`src/rtl/udatapath_pipe_pkg.sv`:
```
// Shared constants for the two-stage micro-architecture datapath:
// ALU opcodes, PSR bit positions, IR field positions and the condition-code type.
package udatapath_pipe_pkg;

   // ALU opcodes
   localparam int unsigned ALU_ADD    = 0;
   localparam int unsigned ALU_ADDCC  = 1;
   localparam int unsigned ALU_AND    = 2;
   localparam int unsigned ALU_ANDCC  = 3;
   localparam int unsigned ALU_OR     = 4;
   localparam int unsigned ALU_ORCC   = 5;
   localparam int unsigned ALU_ORNCC  = 6;
   localparam int unsigned ALU_SRL    = 7;
   localparam int unsigned ALU_SLL    = 8;
   localparam int unsigned ALU_INC    = 9;
   localparam int unsigned ALU_PASS_A = 10;

   // PSR bit positions inside the exported {N,Z,V,C} nibble
   localparam int unsigned PSR_N = 3;
   localparam int unsigned PSR_Z = 2;
   localparam int unsigned PSR_V = 1;
   localparam int unsigned PSR_C = 0;

   // IR field positions
   localparam int unsigned IR_REG_FIELD_W = 5;
   localparam int unsigned IR_RD_MSB      = 29;
   localparam int unsigned IR_RD_LSB      = 25;
   localparam int unsigned IR_RS1_MSB     = 18;
   localparam int unsigned IR_RS1_LSB     = 14;
   localparam int unsigned IR_RS2_MSB     = 4;
   localparam int unsigned IR_RS2_LSB     = 0;
   localparam int unsigned IR_I_BIT       = 13;
   localparam int unsigned IR_OP_HI_MSB   = 31;
   localparam int unsigned IR_OP_HI_LSB   = 30;
   localparam int unsigned IR_OP_LO_MSB   = 24;
   localparam int unsigned IR_OP_LO_LSB   = 19;

   typedef struct packed {
      logic n;
      logic z;
      logic v;
      logic c;
   } nzvc_t;

   // Opcodes that update the PSR
   function automatic logic is_cc_op(input int unsigned op);
      return op inside {ALU_ADDCC, ALU_ANDCC, ALU_ORCC, ALU_ORNCC};
   endfunction

endpackage

```
`src/rtl/udatapath_pipe_alu.sv`:
```
// Combinational ALU for udatapath_pipe.
// Ports: sel (opcode), a/b (operands), result_c (wrap-around result),
//        nzvc_c (condition codes for this op), set_flags_c (op updates the PSR).
module udatapath_pipe_alu
   import udatapath_pipe_pkg::*;
#(
   parameter int unsigned DATAWIDTH_BUS           = 32,
   parameter int unsigned DATAWIDTH_ALU_SELECTION = 4
)(
   input  logic [DATAWIDTH_ALU_SELECTION-1:0] sel,
   input  logic [DATAWIDTH_BUS-1:0]           a,
   input  logic [DATAWIDTH_BUS-1:0]           b,
   output logic [DATAWIDTH_BUS-1:0]           result_c,
   output nzvc_t                              nzvc_c,
   output logic                               set_flags_c
);

   localparam int unsigned W = DATAWIDTH_BUS;

   int unsigned op;
   logic [W-1:0] add_b;
   logic [W:0]   sum;
   logic         is_add;

   // Shared adder serves ADD, ADDCC and INC; V/C only meaningful for those
   always_comb begin
      op          = 32'(sel);
      add_b       = (op == ALU_INC) ? W'(1) : b;
      sum         = {1'b0, a} + {1'b0, add_b};
      is_add      = op inside {ALU_ADD, ALU_ADDCC, ALU_INC};
      result_c    = '0;
      case (op)
         ALU_ADD, ALU_ADDCC, ALU_INC: result_c = sum[W-1:0];
         ALU_AND, ALU_ANDCC:          result_c = a & b;
         ALU_OR, ALU_ORCC:            result_c = a | b;
         ALU_ORNCC:                   result_c = a | ~b;
         ALU_SRL:                     result_c = a >> b[4:0];
         ALU_SLL:                     result_c = a << b[4:0];
         ALU_PASS_A:                  result_c = a;
         default:                     result_c = '0;
      endcase
      nzvc_c.n    = result_c[W-1];
      nzvc_c.z    = (result_c == '0);
      nzvc_c.v    = is_add && (a[W-1] == add_b[W-1]) && (result_c[W-1] != a[W-1]);
      nzvc_c.c    = is_add && sum[W];
      set_flags_c = is_cc_op(op);
   end

endmodule

```
`src/rtl/udatapath_pipe.sv`:
```
// Two-stage micro-architecture datapath: EX (operand read + ALU, registered
// into WB) and WB (register-file write, waiting on data memory for loads).
// Optional macro UDATAPATH_PIPE_FORWARD_EN: bypass the WB value to EX reads;
// without it a matching read stalls the handshake until the write lands.
// Ports:
//   uDataPathPipe_CLOCK_50 / _RESET_InLow      clock, async active-low reset
//   _IR_Load_In / _IR_Data_In                  instruction register load
//   _Uop_Valid_In / _Uop_Ready_Out             micro-op handshake
//   _ALU_Selection_In, _MUX_{A,B,C}_MIR(_Selector), _RegWrite_In, _MemRead_In
//   _DataMemory_Data_In / _DataMemory_Valid_In load return
//   _Result_Out / _Result_Valid_Out            WB value and completion pulse
//   _Reg_IR_OP, _Reg_IR_IR13                   IR fields for control
//   _PSR_NZVC_Out                              registered condition codes
module udatapath_pipe
   import udatapath_pipe_pkg::*;
#(
   parameter int unsigned DATAWIDTH_BUS               = 32,
   parameter int unsigned REG_COUNT                   = 32,
   parameter int unsigned DATAWIDTH_BUS_REG_MIR_FIELD = 6,
   parameter int unsigned DATAWIDTH_ALU_SELECTION     = 4,
   parameter int unsigned DATAWIDTH_BUS_REG_IR_OP     = 8
)(
   input  logic                                   uDataPathPipe_CLOCK_50,
   input  logic                                   uDataPathPipe_RESET_InLow,
   input  logic                                   uDataPathPipe_IR_Load_In,
   input  logic [DATAWIDTH_BUS-1:0]               uDataPathPipe_IR_Data_In,
   input  logic                                   uDataPathPipe_Uop_Valid_In,
   output logic                                   uDataPathPipe_Uop_Ready_Out,
   input  logic [DATAWIDTH_ALU_SELECTION-1:0]     uDataPathPipe_ALU_Selection_In,
   input  logic [DATAWIDTH_BUS_REG_MIR_FIELD-1:0] uDataPathPipe_MUX_A_MIR,
   input  logic [DATAWIDTH_BUS_REG_MIR_FIELD-1:0] uDataPathPipe_MUX_B_MIR,
   input  logic [DATAWIDTH_BUS_REG_MIR_FIELD-1:0] uDataPathPipe_MUX_C_MIR,
   input  logic                                   uDataPathPipe_MUX_A_MIR_Selector,
   input  logic                                   uDataPathPipe_MUX_B_MIR_Selector,
   input  logic                                   uDataPathPipe_MUX_C_MIR_Selector,
   input  logic                                   uDataPathPipe_RegWrite_In,
   input  logic                                   uDataPathPipe_MemRead_In,
   input  logic [DATAWIDTH_BUS-1:0]               uDataPathPipe_DataMemory_Data_In,
   input  logic                                   uDataPathPipe_DataMemory_Valid_In,
   output logic [DATAWIDTH_BUS-1:0]               uDataPathPipe_Result_Out,
   output logic                                   uDataPathPipe_Result_Valid_Out,
   output logic [DATAWIDTH_BUS_REG_IR_OP-1:0]     uDataPathPipe_Reg_IR_OP,
   output logic                                   uDataPathPipe_Reg_IR_IR13,
   output logic [3:0]                             uDataPathPipe_PSR_NZVC_Out
);

   localparam int unsigned DW         = DATAWIDTH_BUS;
   localparam int unsigned AW         = DATAWIDTH_BUS_REG_MIR_FIELD;
   localparam int unsigned REG_ADDR_W = $clog2(REG_COUNT);

   logic          clk;
   logic          rst_n;
   assign clk   = uDataPathPipe_CLOCK_50;
   assign rst_n = uDataPathPipe_RESET_InLow;

   // Architectural and pipeline state
   logic [DW-1:0] ir;
   logic [DW-1:0] rf [REG_COUNT];
   nzvc_t         psr;
   logic          wb_valid;
   logic          wb_regwrite;
   logic          wb_memread;
   logic [DW-1:0] wb_result;
   logic [AW-1:0] wb_c;

   logic [AW-1:0] addr_a_c, addr_b_c, addr_c_c;
   logic [DW-1:0] opnd_a_c, opnd_b_c, wb_value_c, alu_result_c;
   nzvc_t         alu_nzvc_c;
   logic          alu_set_flags_c;
   logic          wb_done_c, load_wait_c, wb_fwd_c, accept_c, ready_c;

   // Address names a real, writable register (not r0, not beyond the file)
   function automatic logic in_file(input logic [AW-1:0] addr);
      return (addr != '0) && (32'(addr) < REG_COUNT);
   endfunction

   // Operand address muxes; IR fields are zero-extended to the MIR width
   assign addr_a_c = uDataPathPipe_MUX_A_MIR_Selector ? uDataPathPipe_MUX_A_MIR
                                                      : AW'(ir[IR_RS1_MSB:IR_RS1_LSB]);
   assign addr_b_c = uDataPathPipe_MUX_B_MIR_Selector ? uDataPathPipe_MUX_B_MIR
                                                      : AW'(ir[IR_RS2_MSB:IR_RS2_LSB]);
   assign addr_c_c = uDataPathPipe_MUX_C_MIR_Selector ? uDataPathPipe_MUX_C_MIR
                                                      : AW'(ir[IR_RD_MSB:IR_RD_LSB]);

   // WB-stage status; a load completes only in the memory-valid cycle
   assign load_wait_c = wb_valid && wb_memread && !uDataPathPipe_DataMemory_Valid_In;
   assign wb_done_c   = wb_valid && (!wb_memread || uDataPathPipe_DataMemory_Valid_In);
   assign wb_value_c  = (wb_memread && uDataPathPipe_DataMemory_Valid_In)
                        ? uDataPathPipe_DataMemory_Data_In : wb_result;
   assign wb_fwd_c    = wb_valid && wb_regwrite && in_file(wb_c);

   // Operand read: out-of-file and r0 read zero, WB bypass overrides the file
   always_comb begin
      opnd_a_c = '0;
      opnd_b_c = '0;
      if (in_file(addr_a_c)) opnd_a_c = rf[addr_a_c[REG_ADDR_W-1:0]];
      if (in_file(addr_b_c)) opnd_b_c = rf[addr_b_c[REG_ADDR_W-1:0]];
`ifdef UDATAPATH_PIPE_FORWARD_EN
      if (wb_fwd_c && (addr_a_c == wb_c)) opnd_a_c = wb_value_c;
      if (wb_fwd_c && (addr_b_c == wb_c)) opnd_b_c = wb_value_c;
`endif
   end

`ifdef UDATAPATH_PIPE_FORWARD_EN
   assign ready_c = !load_wait_c;
`else
   // Without bypass a read of the pending destination waits for the write
   logic hazard_c;
   assign hazard_c = wb_fwd_c && ((addr_a_c == wb_c) || (addr_b_c == wb_c));
   assign ready_c  = !load_wait_c && !hazard_c;
`endif

   assign accept_c = uDataPathPipe_Uop_Valid_In && ready_c;

   udatapath_pipe_alu #(
      .DATAWIDTH_BUS           (DW),
      .DATAWIDTH_ALU_SELECTION (DATAWIDTH_ALU_SELECTION)
   ) u_alu (
      .sel         (uDataPathPipe_ALU_Selection_In),
      .a           (opnd_a_c),
      .b           (opnd_b_c),
      .result_c    (alu_result_c),
      .nzvc_c      (alu_nzvc_c),
      .set_flags_c (alu_set_flags_c)
   );

   // IR, PSR and EX->WB pipeline register
   always_ff @(posedge clk or negedge rst_n) begin
      if (!rst_n) begin
         ir          <= '0;
         psr         <= '0;
         wb_valid    <= 1'b0;
         wb_regwrite <= 1'b0;
         wb_memread  <= 1'b0;
         wb_result   <= '0;
         wb_c        <= '0;
      end else begin
         if (uDataPathPipe_IR_Load_In) ir <= uDataPathPipe_IR_Data_In;
         if (accept_c) begin
            wb_valid    <= 1'b1;
            wb_regwrite <= uDataPathPipe_RegWrite_In;
            wb_memread  <= uDataPathPipe_MemRead_In;
            wb_result   <= alu_result_c;
            wb_c        <= addr_c_c;
            if (alu_set_flags_c) psr <= alu_nzvc_c;
         end else if (wb_done_c) begin
            // Keep the completed value visible once the stage drains
            wb_valid    <= 1'b0;
            wb_regwrite <= 1'b0;
            wb_memread  <= 1'b0;
            wb_result   <= wb_value_c;
         end
      end
   end

   // Register file write; r0 and out-of-file destinations are dropped
   always_ff @(posedge clk or negedge rst_n) begin
      if (!rst_n) begin
         for (int unsigned i = 0; i < REG_COUNT; i++) rf[REG_ADDR_W'(i)] <= '0;
      end else if (wb_done_c && wb_regwrite && in_file(wb_c)) begin
         rf[wb_c[REG_ADDR_W-1:0]] <= wb_value_c;
      end
   end

   assign uDataPathPipe_Uop_Ready_Out    = ready_c;
   assign uDataPathPipe_Result_Out       = wb_value_c;
   assign uDataPathPipe_Result_Valid_Out = wb_done_c;
   assign uDataPathPipe_Reg_IR_OP        = DATAWIDTH_BUS_REG_IR_OP'({ir[IR_OP_HI_MSB:IR_OP_HI_LSB],
                                                                     ir[IR_OP_LO_MSB:IR_OP_LO_LSB]});
   assign uDataPathPipe_Reg_IR_IR13      = ir[IR_I_BIT];
   assign uDataPathPipe_PSR_NZVC_Out[PSR_N] = psr.n;
   assign uDataPathPipe_PSR_NZVC_Out[PSR_Z] = psr.z;
   assign uDataPathPipe_PSR_NZVC_Out[PSR_V] = psr.v;
   assign uDataPathPipe_PSR_NZVC_Out[PSR_C] = psr.c;

   // IR bits between rs2 and the immediate flag are not decoded here
   logic unused_ir_bits;
   assign unused_ir_bits = ^ir[IR_I_BIT-1:IR_RS2_MSB+1];

endmodule

```
`config.mk`:
```
export PLATFORM = sky130hd
export DESIGN_NAME = udatapath_pipe
export DESIGN_NICKNAME = d
export VERILOG_FILES = /design/src/rtl/udatapath_pipe_pkg.sv /design/src/rtl/udatapath_pipe_alu.sv /design/src/rtl/udatapath_pipe.sv
export SDC_FILE = /design/constraint.sdc
export NUM_CORES = 2
export LEC_CHECK = 0
export ABC_AREA = 1
export CELL_PAD_IN_SITES_DETAIL_PLACEMENT = 0
export CELL_PAD_IN_SITES_GLOBAL_PLACEMENT = 2
export CORE_UTILIZATION = 36
export DETAILED_ROUTE_END_ITERATION = 6
export PLACE_DENSITY_LB_ADDON = 0.1
export SYNTH_ARGS = -nofsm -noshare
export SYNTH_HDL_FRONTEND = slang
export SYNTH_SLANG_ARGS = --single-unit
```
`constraint.sdc`:
```
create_clock -name uDataPathPipe_CLOCK_50 -period 5.25 [get_ports uDataPathPipe_CLOCK_50]
set_clock_uncertainty 0.15 [all_clocks]
set_input_delay 0.7875 -clock uDataPathPipe_CLOCK_50 [delete_from_list [all_inputs] [get_ports uDataPathPipe_CLOCK_50]]
set_output_delay 0.7875 -clock uDataPathPipe_CLOCK_50 [all_outputs]
set_load 0.02 [all_outputs]
```
==> flow_summary.toml <==
[status]
status = "finished, violations left"
violations = "design-rule violations"

[detailed_routing]
wl_mm = 362
ant_nets = 0
vias = 74100
wl_per_cell_um = 27.5
drc = 16
drt_iter0_drc = 8813
drtPass1Iterations = 7
viasPerCell = 5.61

[sta]
finalCritPeriodShare_pct = 96.4
whs_ps = 251
worstMarginPinSlew_ps = 1410
hold_violations = 0
max_freq_ghz = 0.198
slew_viol_final = 0
setup_violations = 0
min_period_ps = 5060
slew_headroom_pct = 5.62

[power_and_ir_drop]
p_total_mw = 33.8
p_per_area_mw_per_mm2 = 401
leakage_nw = 40.0
ir_worst_vdd_uv = 271

[layout]
drive_gt1_share_pct = 13.5
finish.instance_area_mm2 = 0.0845
final_cell_mix = "3,480 x nand2_1, 1,476 x nand3_1, 1,192 x o21ai_0"
final_common_cell = "nand2_1"
nets = 10700
layout.cells.non_filler = 13200
syn_to_final_growth_pct = 23.9
utilization_pct = 44.9

[setup_path]
critical_path_required_ps = 5830
r2r_end = "uDataPathPipe_PSR_NZVC_Out[2]$_DFFE_PN0P_"
cpMostUsedCell = "nand2_1"
worstRegToRegCells = 35
endpoint_kind = "flop"
cp-start-kind = "input port"
crit_family = "simple AND/OR/NAND/NOR gates"
cpMaxStageDelayCell = "clkdlybuf4s50_1"
worst-setup-path-type = "input port to flop"
slowest_delay_ps = 430
worst-path-max-fanout = 28
rrSetupSlack_ps = 250
critPathArrivalTime_ps = 5640
worstReg2RegStart = "ir[0]$_DFFE_PN0P_"
path_depth = 33
cp_num_buf_inv = 7

[yosys]
syn_area_per_cell_um2 = 6.72
synth_top_flop_cell = "dfrtp_1"
synth_top_family_by_area = "simple AND/OR/NAND/NOR gates"
synthTopCellsByArea = "dfrtp_1 40%, nand2_1 19%, nand3_1 11%"
ys_ff_latch = 1093
yosys.area_share.simple_pct = 33.7
synth_seq_area_share_pct = 40.1
synth_top_area_share_pct = 40.1
postSynth.asyncResetShare_pct = 100
synth_top_area_cell = "dfrtp_1"
synth-adder-area-share_pct = 0.617
synthMuxAreaShare_pct = 0.182
synth_xor_area_share_pct = 0.193
yosysWarnings = 0
syn_inst = 10100
synthesis.area_mm2 = 0.0682
synth_edf_count = 0
synth_compound_area_share_pct = 15.3
synth_cell_types = 53
synth_nets = 10300

[placement]
placed_area_mm2 = 0.0777
hpwl_mm = 241
gp_congestion = 0.974
port_buffers = 134
placedCellCount = 12900

[floorplan]
die_h_um = 437
dieWidth_um = 437
initial_utilization_pct = 36.3
pin_count = 143
core_mm2 = 0.188
die_area_mm2 = 0.191
num_rows = 159

[cts]
htreeDepth = 4
clkTransAtPathRegs_ps = 50
clk_latency_ps = 820
cts_max_path_buffers = 3
cts_inserted_buffers = 140
cts-root-buf = "clkbuf_16"
clock-sinks = 1093
cts_tree = "yes"

[grt]
grt_overflow = 0
antenna_found_initial = 3
first_global_vias = 69500
grt_pass1_wl_mm = 510
track_usage_pct = 36.5
grt_max_degree = 127

[min_path]
hp-class = "flop to flop"
whs_endpoint = "rf[1001]$_DFFE_PN0P_"
hold_depth = 0
hold_path.startpoint = "rf[1001]$_DFFE_PN0P_"

[run]
maxCapViolCount = 0
per-layer routing:
metal	wire length [µm]	up-vias	GRT usage, %
met5	34	-	0
met4	21700	4	18.7
met3	26400	713	5.43
met2	162000	3301	57.8
met1	152000	36000	48.3
li1	-	34000	-
through the flow:
| stage | setup slack [ps] | TNS [ps] |
|---|---|---|
| floorplan | 323 | 0 |
| global placement | -1490 | -29840 |
| detailed placement | -1440 | -30080 |
| CTS | -23.5 | -23.5 |
| global route | -11.8 | -11.8 |
| finish | 189 | 0 |
cells by family after synthesis:
group           count (synthesis)
compound gates               1930
xor+xnor                       15
fa+ha+maj                      33
buf+inv                      1524
flops                        1093
mux                            11
simple gates                 5537
flip-flops by register name, indices dropped and copies added (netlist names):
register and count:
wb_regwrite 1, ir 24, wb_memread 1, wb_result 32
wb_valid 1, rf 1024, uDataPathPipe_PSR_NZVC_Out 4, wb_c 6
Yosys cell counts (5+ instances only):
library cell / number
nand2_1: 3509
o21a_1: 11
clkbuf_1: 378
nand3_2: 6
buf_2: 271
or2_2: 6
a21oi_1: 383
ha_1: 32
xor2_1: 12
a32o_1: 10
dfrtp_1: 1093
a211oi_1: 19
nor3_1: 6
inv_2: 11
o21ai_2: 6
o211ai_1: 181
nor2_1: 438
buf_1: 32
inv_1: 689
mux2_2: 11
o22ai_1: 6
o21ai_0: 1212
nand3_1: 1510
buf_4: 93
nand4_1: 25
buf_6: 43
o221ai_1: 26
clkinv_1: 5
o21ai_1: 58
nand2_2: 10
final cells by class:
cell class,count,area (µm²)
fillers,19500,104000
multi-input cells,7528,35100
flip-flops and latches,1093,27400
repair buffers,1137,11700
clock buffers,208,4130
well taps,2495,3120
inverters,706,2660
clock inverters,30,350
diodes,3,7.51
power breakdown:
part	internal (mW)	total (mW)	switching (mW)
sequential	10.0	11.1	1.06
clock	5.59	9.71	4.13
combinational	4.63	13.0	8.39
worst max path at each step:
stage / startpoint / end / slack (ps)
6_report: uDataPathPipe_MUX_A_MIR[0] / uDataPathPipe_PSR_NZVC_Out[2]$_DFFE_PN0P_ / 190
3_5_place_dp: uDataPathPipe_MUX_A_MIR_Selector / uDataPathPipe_PSR_NZVC_Out[2]$_DFFE_PN0P_ / -1440
4_1_cts: uDataPathPipe_MUX_B_MIR_Selector / uDataPathPipe_PSR_NZVC_Out[2]$_DFFE_PN0P_ / -20
5_1_grt: ir[0]$_DFFE_PN0P_ / uDataPathPipe_PSR_NZVC_Out[2]$_DFFE_PN0P_ / -10
2_1_floorplan: uDataPathPipe_MUX_A_MIR_Selector / uDataPathPipe_PSR_NZVC_Out[2]$_DFFE_PN0P_ / 320
3_3_place_gp: uDataPathPipe_MUX_A_MIR_Selector / uDataPathPipe_PSR_NZVC_Out[2]$_DFFE_PN0P_ / -1490
what timing repair did:
item                                   4_1_cts  5_1_grt
setup endpoints to repair                   18       29
hold buffers                                 1        0
pin swaps                                    4       40
setup buffers                                7       64
resized for setup                           48      188
endpoints found under the hold margin       47        0
cloned                                       1       25
(Power assumes the default switching activity.)
